--- src/rtl/approx_err_monitor_if.sv ---
`default_nettype none
// ============================================================================
// approx_err_monitor_if : operand/product stream into the error monitor
// Revision 1.0
// ============================================================================
interface approx_err_monitor_if;
    logic        in_valid;
    logic        in_ready;
    logic [7:0]  a;
    logic [7:0]  b;
    logic [15:0] prod8;

    modport master (output in_valid, output a, output b, output prod8, input in_ready);
    modport slave  (input in_valid, input a, input b, input prod8, output in_ready);
endinterface
`default_nettype wire

--- src/rtl/approx_err_monitor.sv ---
`default_nettype none
// ============================================================================
// approx_err_monitor : error statistics of an approximate 8x8 multiplier run
// Revision 1.0
// ============================================================================
module approx_err_monitor #(
    parameter int N_SAMPLES = 256,
    parameter int SUM_W     = 32,
    parameter int CNT_W     = 16
) (
    input  wire logic           clk,
    input  wire logic           rst_n,
    input  wire logic           start,
    approx_err_monitor_if.slave in_bus,
    output logic                busy,
    output logic                done,
    output logic [SUM_W-1:0]    sum_abs_err,
    output logic [SUM_W:0]      bias_sum,
    output logic [15:0]         max_abs_err,
    output logic [CNT_W-1:0]    err_count
);
    // Saturation sum needs room for both the accumulator and a 16-bit |err| plus carry
    localparam int               c_EXT_W = ((SUM_W > 16) ? SUM_W : 16) + 1;
    localparam logic [CNT_W-1:0] c_N     = CNT_W'(N_SAMPLES);
    localparam logic [CNT_W-1:0] c_LAST  = CNT_W'(N_SAMPLES - 1);

    typedef enum logic [1:0] {
        S_IDLE  = 2'd0,
        S_RUN   = 2'd1,
        S_DRAIN = 2'd2,
        S_DONE  = 2'd3
    } state_t;

    state_t r_state, w_state_nxt;

    logic [CNT_W-1:0]   r_acc_cnt;
    logic               r_done;
    logic               w_ready, w_accept, w_last, w_clear, w_busy;
    logic               r_s1_valid;
    logic [15:0]        r_s1_exact, r_s1_prod;
    logic               r_s2_valid, r_s2_neq;
    logic signed [16:0] r_s2_diff;
    logic [15:0]        r_s2_absd;
    logic signed [16:0] w_diff;
    logic [15:0]        w_absd;
    logic [c_EXT_W-1:0] w_sum_ext;

    assign w_ready         = (r_state == S_RUN) && (r_acc_cnt < c_N);
    assign in_bus.in_ready = w_ready;
    assign w_accept        = in_bus.in_valid && w_ready;
    assign w_last          = w_accept && (r_acc_cnt == c_LAST);
    assign w_clear         = start && ((r_state == S_IDLE) || (r_state == S_DONE));
    assign busy            = w_busy;
    assign done            = r_done;

    always_comb begin
        w_state_nxt = r_state;
        w_busy      = 1'b0;
        case (r_state)
            S_IDLE:  if (start) w_state_nxt = S_RUN;
            S_RUN: begin
                w_busy = 1'b1;
                if (w_last) w_state_nxt = S_DRAIN;
            end
            S_DRAIN: begin
                w_busy = 1'b1;
                // S1 already empty: the pair in S2 accumulates on this edge
                if (!r_s1_valid) w_state_nxt = S_DONE;
            end
            S_DONE:  if (start) w_state_nxt = S_RUN;
            default: w_state_nxt = S_IDLE;
        endcase
    end

    always_ff @(posedge clk or negedge rst_n) begin
        if (!rst_n) begin
            r_state <= S_IDLE;
            r_done  <= 1'b0;
        end else begin
            r_state <= w_state_nxt;
            r_done  <= (r_state == S_DRAIN) && (w_state_nxt == S_DONE);
        end
    end

    assign w_diff = $signed({1'b0, r_s1_exact}) - $signed({1'b0, r_s1_prod});
    assign w_absd = w_diff[16] ? 16'(-w_diff) : w_diff[15:0];

    always_ff @(posedge clk or negedge rst_n) begin
        if (!rst_n) begin
            r_acc_cnt  <= '0;
            r_s1_valid <= 1'b0;
            r_s1_exact <= '0;
            r_s1_prod  <= '0;
            r_s2_valid <= 1'b0;
            r_s2_diff  <= '0;
            r_s2_absd  <= '0;
            r_s2_neq   <= 1'b0;
        end else if (w_clear) begin
            r_acc_cnt  <= '0;
            r_s1_valid <= 1'b0;
            r_s2_valid <= 1'b0;
        end else begin
            if (w_accept) begin
                r_acc_cnt  <= r_acc_cnt + 1'b1;
                r_s1_exact <= 16'(in_bus.a) * 16'(in_bus.b);
                r_s1_prod  <= in_bus.prod8;
            end
            r_s1_valid <= w_accept;
            r_s2_valid <= r_s1_valid;
            if (r_s1_valid) begin
                r_s2_diff <= w_diff;
                r_s2_absd <= w_absd;
                r_s2_neq  <= (w_absd != 16'd0);
            end
        end
    end

    assign w_sum_ext = c_EXT_W'(sum_abs_err) + c_EXT_W'(r_s2_absd);

    always_ff @(posedge clk or negedge rst_n) begin
        if (!rst_n) begin
            sum_abs_err <= '0;
            bias_sum    <= '0;
            max_abs_err <= '0;
            err_count   <= '0;
        end else if (w_clear) begin
            sum_abs_err <= '0;
            bias_sum    <= '0;
            max_abs_err <= '0;
            err_count   <= '0;
        end else if (r_s2_valid) begin
            if (|w_sum_ext[c_EXT_W-1:SUM_W]) sum_abs_err <= '1;
            else                             sum_abs_err <= w_sum_ext[SUM_W-1:0];
            bias_sum  <= bias_sum + (SUM_W+1)'(r_s2_diff);
            if (r_s2_absd > max_abs_err) max_abs_err <= r_s2_absd;
            err_count <= err_count + CNT_W'(r_s2_neq);
        end
    end
endmodule
`default_nettype wire

--- src/flat_wrapper.sv ---
// flat-port wrapper written by rule: the top's interface ports become plain ports
module approx_err_monitor_flat 
#(
    parameter int N_SAMPLES = 256,
    parameter int SUM_W     = 32,
    parameter int CNT_W     = 16
)
  (clk, rst_n, start, busy, done, sum_abs_err, bias_sum, max_abs_err, err_count, in_bus_in_valid, in_bus_a, in_bus_b, in_bus_prod8, in_bus_in_ready);
  approx_err_monitor_if in_bus_i ();
  input  wire logic clk;
  input  wire logic rst_n;
  input  wire logic start;
  output logic busy;
  output logic done;
  output logic [SUM_W-1:0] sum_abs_err;
  output logic [SUM_W:0] bias_sum;
  output logic [15:0] max_abs_err;
  output logic [CNT_W-1:0] err_count;
  input wire logic [$bits(in_bus_i.in_valid)-1:0] in_bus_in_valid;
  input wire logic [$bits(in_bus_i.a)-1:0] in_bus_a;
  input wire logic [$bits(in_bus_i.b)-1:0] in_bus_b;
  input wire logic [$bits(in_bus_i.prod8)-1:0] in_bus_prod8;
  output wire logic [$bits(in_bus_i.in_ready)-1:0] in_bus_in_ready;
  assign in_bus_i.in_valid = in_bus_in_valid;
  assign in_bus_i.a = in_bus_a;
  assign in_bus_i.b = in_bus_b;
  assign in_bus_i.prod8 = in_bus_prod8;
  assign in_bus_in_ready = in_bus_i.in_ready;
  approx_err_monitor #(.N_SAMPLES(N_SAMPLES), .SUM_W(SUM_W), .CNT_W(CNT_W)) u_core (.clk(clk), .rst_n(rst_n), .start(start), .in_bus(in_bus_i), .busy(busy), .done(done), .sum_abs_err(sum_abs_err), .bias_sum(bias_sum), .max_abs_err(max_abs_err), .err_count(err_count));
endmodule
--- config.mk ---
export PLATFORM = sky130hd
export DESIGN_NAME = approx_err_monitor_flat
export DESIGN_NICKNAME = d
export VERILOG_FILES = /design/src/rtl/approx_err_monitor_if.sv /design/src/rtl/approx_err_monitor.sv /design/src/flat_wrapper.sv
export SDC_FILE = /design/constraint.sdc
export NUM_CORES = 1
export LEC_CHECK = 0
export BUFFER_PORTS_ARGS = -buffer_cell sky130_fd_sc_hd__buf_2
export CAP_MARGIN = 20
export CORE_ASPECT_RATIO = 0.7
export CORE_MARGIN = 3
export CORE_UTILIZATION = 61
export CTS_CLUSTER_DIAMETER = 150
export DETAILED_ROUTE_END_ITERATION = 6
export GPL_TIMING_DRIVEN = 0
export PLACE_DENSITY = 0.79
export SYNTH_ARGS = -nofsm -noshare
export SYNTH_HDL_FRONTEND = slang
export SYNTH_SLANG_ARGS = --single-unit
--- constraint.sdc ---
create_clock -name clk -period 3.66 [get_ports clk]
set_clock_uncertainty 0.1 [all_clocks]
set_input_delay 0.732 -clock clk [delete_from_list [all_inputs] [get_ports clk]]
set_output_delay 0.732 -clock clk [all_outputs]
set_load 0.005 [all_outputs]
==> flow_summary_export.csv <==
group,metric,value,unit
logic_synthesis,synth_adder_area_share,17.03,%
critical_path,endpoint_kind,"flop",
critical_path,r2r-start,"u_core.r_s1_exact[0]$_DFFE_PN0P_",
logic_synthesis,syn-num-nets,1707,
logic_synthesis,synth_top_area_share,33.61,%
cells_and_area,nFillCells,1577,
cts,numClockSinks,183,
cells_and_area,postLayoutCellArea,16000,sq um
logic_synthesis,ys_ff_latch,183,
grt,antenna_found_initial,0,
logic_synthesis,synth.top_cells.by_count,"dfrtp_1 (183), nand2_1 (141), nor2_1 (127)",
routing,routedWlPerCell,18.83,um
logic_synthesis,yosysWarnings,0,
cells_and_area,syn_to_final_growth,17.47,%
routing,ant_nets,0,
floorplanning,die-width,184.6,um
timing,slew_headroom,41.75,%
routing,route.detailed.drc,0,
pwr,p_leak,7.826,nW
grt,overflow,0,
grt,grt_pass1_wl,58090,um
timing,maxSlewViolCount,0,
floorplanning,start_util,62.52,%
cts,clkTransAtPathRegs,0.07,ns
cts,htree_num_levels,4,
logic_synthesis,synth_top_family_by_area,"simple AND/OR/NAND/NOR gates",
routing,drtIter0Drc,1113,
logic_synthesis,synthCells,1509,
logic_synthesis,yosys.area_share.simple,18.09,%
critical_path,reg2reg_to,"u_core.r_s2_neq$_DFFE_PN0P_",
logic_synthesis,synthArstFlopShare,100.0,%
outcome,status,"finished, violations left",
grt,grt_pass1_vias,11320,
routing,wl,37290,um
critical_path,arrival,4.47,ns
critical_path,critical_path_class,"primary input to flop",
floorplanning,row_count,45,
cells_and_area,nets,1883,
timing,max_slew.worst_pin.slew,0.8738,ns
timing,period_share,116.3,%
cells_and_area,layout-drive-gt1-share,17.31,%
critical_path,crit_fanout,8,
routing,vias_per_cell,6.115,
grt,grtUsageTotal,30.30,%
floorplanning,dieArea,24190,sq um
floorplanning,die_y,131.0,um
place,place.gp.congestion,0.9496,
logic_synthesis,synth_mux_area_share,3.802,%
critical_path,r2r_cells,16,
critical_path,crit_chain,"buf_12, and2_4, fa_2, fa_1, fa_1, inv_2, fa_1, inv_2, ha_4, a21boi_4, o21ai_2, a21boi_2, o21ai_2, a21oi_2, o31ai_2, xnor2_1, o21ai_1",
cts,root_buffer,"clkbuf_16",
cts,cts_tree,"yes",
floorplanning,design.core.area,21790,sq um
cts,clock_path_buffers,2,
logic_synthesis,synth_area_leaders,"dfrtp_1 (34%), ha_1 (11%), fa_1 (5.7%)",
logic_synthesis,yosysTopAreaCell,"dfrtp_1",
place,place.port_buffers,135,
critical_path,r2r_setup_slack,0.08,ns
pwr,ir_drop,0.6986,mV
critical_path,worst_path_max_delay_cell,"fa_1",
grt,grt_max_degree,102,
place,place_area,14800,sq um
place,dp_hpwl,27090,um
routing,drt_pre_antenna_iters,6,
logic_synthesis,ys_seq_area_share,33.61,%
logic_synthesis,synth_edf_count,0,
timing,fin_crit,4.256,ns
critical_path,max_stage_delay,0.57,ns
routing,via_count,12110,
logic_synthesis,yosysUniqueCellTypes,85,
logic_synthesis,synth_area,13620,sq um
cts,cts_buffers,17,
logic_synthesis,ys.flop_type,"dfrtp_1",
floorplanning,ios,136,
cells_and_area,diodes,0,
cells_and_area,regArea,4582,sq um
logic_synthesis,synth_compound_area_share,16.61,%
logic_synthesis,synthXorXnorAreaFrac,6.016,%
critical_path,path_common_cell,"fa_1",
timing,rsz0062_at_grt,"yes",
flow_run,drv_cap,0,
critical_path,critPathRequiredTime,3.88,ns
logic_synthesis,yosysMostFrequentCell,"dfrtp_1",
place,post-place-ws,-1.289,ns
logic_synthesis,synth_area_per_cell,9.028,sq um
outcome,violations,"negative setup slack",
pwr,power.density,929.2,nW/um^2
cts,clk_latency,0.45,ns
timing,fmaxAchievable,0.2349,GHz
timing,setup_violations,8,
cts,cts_hold_buf,0,
critical_path,critPathLaunchType,"primary input",
cells_and_area,multi_input_area,8791,sq um
timing,finalHoldViolCount,0,
timing,layout_setup_ws,-0.5965,ns
worst_hold_path,hold_path_class,"primary input to asynchronous set/reset pin",
-- stage by stage --
stage,hold WS [ns],utilization [%],total power (W),TNS [ns],std cells
2_1_floorplan,0.3364,-,0.009463,-3.410,1509
3_5_place_dp,0.3712,67.94,0.01174,-8.423,1927
4_1_cts,0.2542,72.08,0.01404,-2.368,1968
6_report,0.2283,73.44,0.01487,-3.384,1980
3_3_place_gp,0.3691,67.77,0.01144,-212.93,1926
5_1_grt,0.2933,73.44,0.01596,-4.619,1980
-- metal layers --
| metal | share of wire (%) | GRT usage (%) |
|---|---|---|
| met1 | 45 | 45.18 |
| met3 | 8.7 | 5.894 |
| met5 | 0 | 0 |
| met4 | 1.9 | 8.069 |
| met2 | 44 | 45.56 |
-- cell usage in the layout, fill, tap and decap left out, types with 18 or more instances in the layout --
cell type and instances:
dfrtp_1 181, nand2_1 135, nor2_1 126, buf_2 124, ha_1 116, inv_1 113, o21ai_0 103, and2_1 64
a21oi_1 59, mux2i_1 45, xnor2_1 43, xor2_1 42, clkbuf_1 41, fa_1 35, a21o_1 33, nand3_1 32
a31oi_1 29, buf_4 20, and3_1 19, o21a_1 19, nor3_1 18
-- cells by family (layout without fill, tap and decap cells) --
family / Yosys count / count (layout)
mux: 51 / 51
buf+inv: 173 / 362
fa+ha+maj: 162 / 162
simple gates: 496 / 496
xor+xnor: 91 / 91
compound gates: 353 / 353
flops: 183 / 183
-- state kept, by name, indices dropped and copies added (netlist names) --
name,count
u_core.r_s2_neq,1
u_core.r_acc_cnt,16
u_core.r_state,2
u_core.r_s1_exact,16
u_core.r_s2_diff,16
u_core.r_s1_prod,16
u_core.sum_abs_err,32
u_core.done,1
u_core.max_abs_err,16
u_core.r_s2_absd,16
u_core.err_count,16
u_core.r_s1_valid,1
u_core.bias_sum,33
u_core.r_s2_valid,1
-- area by class of cell --
type | instances | share of cell area [%]
multi-input combinational | 1153 | 54.93
sequential | 183 | 28.63
timing repair buffer | 157 | 6.396
inverter | 122 | 2.862
clock buffer | 18 | 2.682
tap | 282 | 2.205
buffer | 51 | 1.267
clock inverter | 14 | 1.024
-- critical path: cells and delay by family --
| family | cells | cell delay [ns] |
|---|---|---|
| and+or+nand+nor | 1 | 0.16 |
| xor gates and xnor gates | 1 | 0.15 |
| AOI/OAI and AO/OA | 7 | 1.05 |
| adders and majority gates | 5 | 2.19 |
| buffers and inverters | 3 | 0.20 |
-- power breakdown --
part           switching (W)  internal, W  total [W]  leakage (nW)
clock network       0.000881      0.00103    0.00191         0.286
logic                0.00575      0.00397    0.00972          5.11
registers           0.000628      0.00262    0.00325          2.43
-- worst max-delay path by stage --
stage / startpoint / end / slack (ns) / cells past startpoint
after floorplan: in_bus_a[2] / u_core.r_s1_exact[15]$_DFFE_PN0P_ / -0.71 / 17
after global placement: in_bus_a[2] / u_core.r_s1_exact[15]$_DFFE_PN0P_ / -1.18 / 18
after detailed placement: in_bus_a[2] / u_core.r_s1_exact[15]$_DFFE_PN0P_ / -1.29 / 18
after CTS: in_bus_b[2] / u_core.r_s1_exact[15]$_DFFE_PN0P_ / -0.53 / 18
after global routing: in_bus_b[3] / u_core.r_s1_exact[15]$_DFFE_PN0P_ / -0.77 / 19
final: in_bus_a[4] / u_core.r_s1_exact[15]$_DFFE_PN0P_ / -0.60 / 17
-- what timing repair did --
item | 4_1_cts | 5_1_grt
gates resized for setup | 60 | 45
setup endpoints to repair | 24 | 39
pin swaps | 33 | 33
endpoints found under the hold margin | 0 | 0
buffers inserted | 9 | 12
No activity file was read; power rests on OpenSTA's default activity.
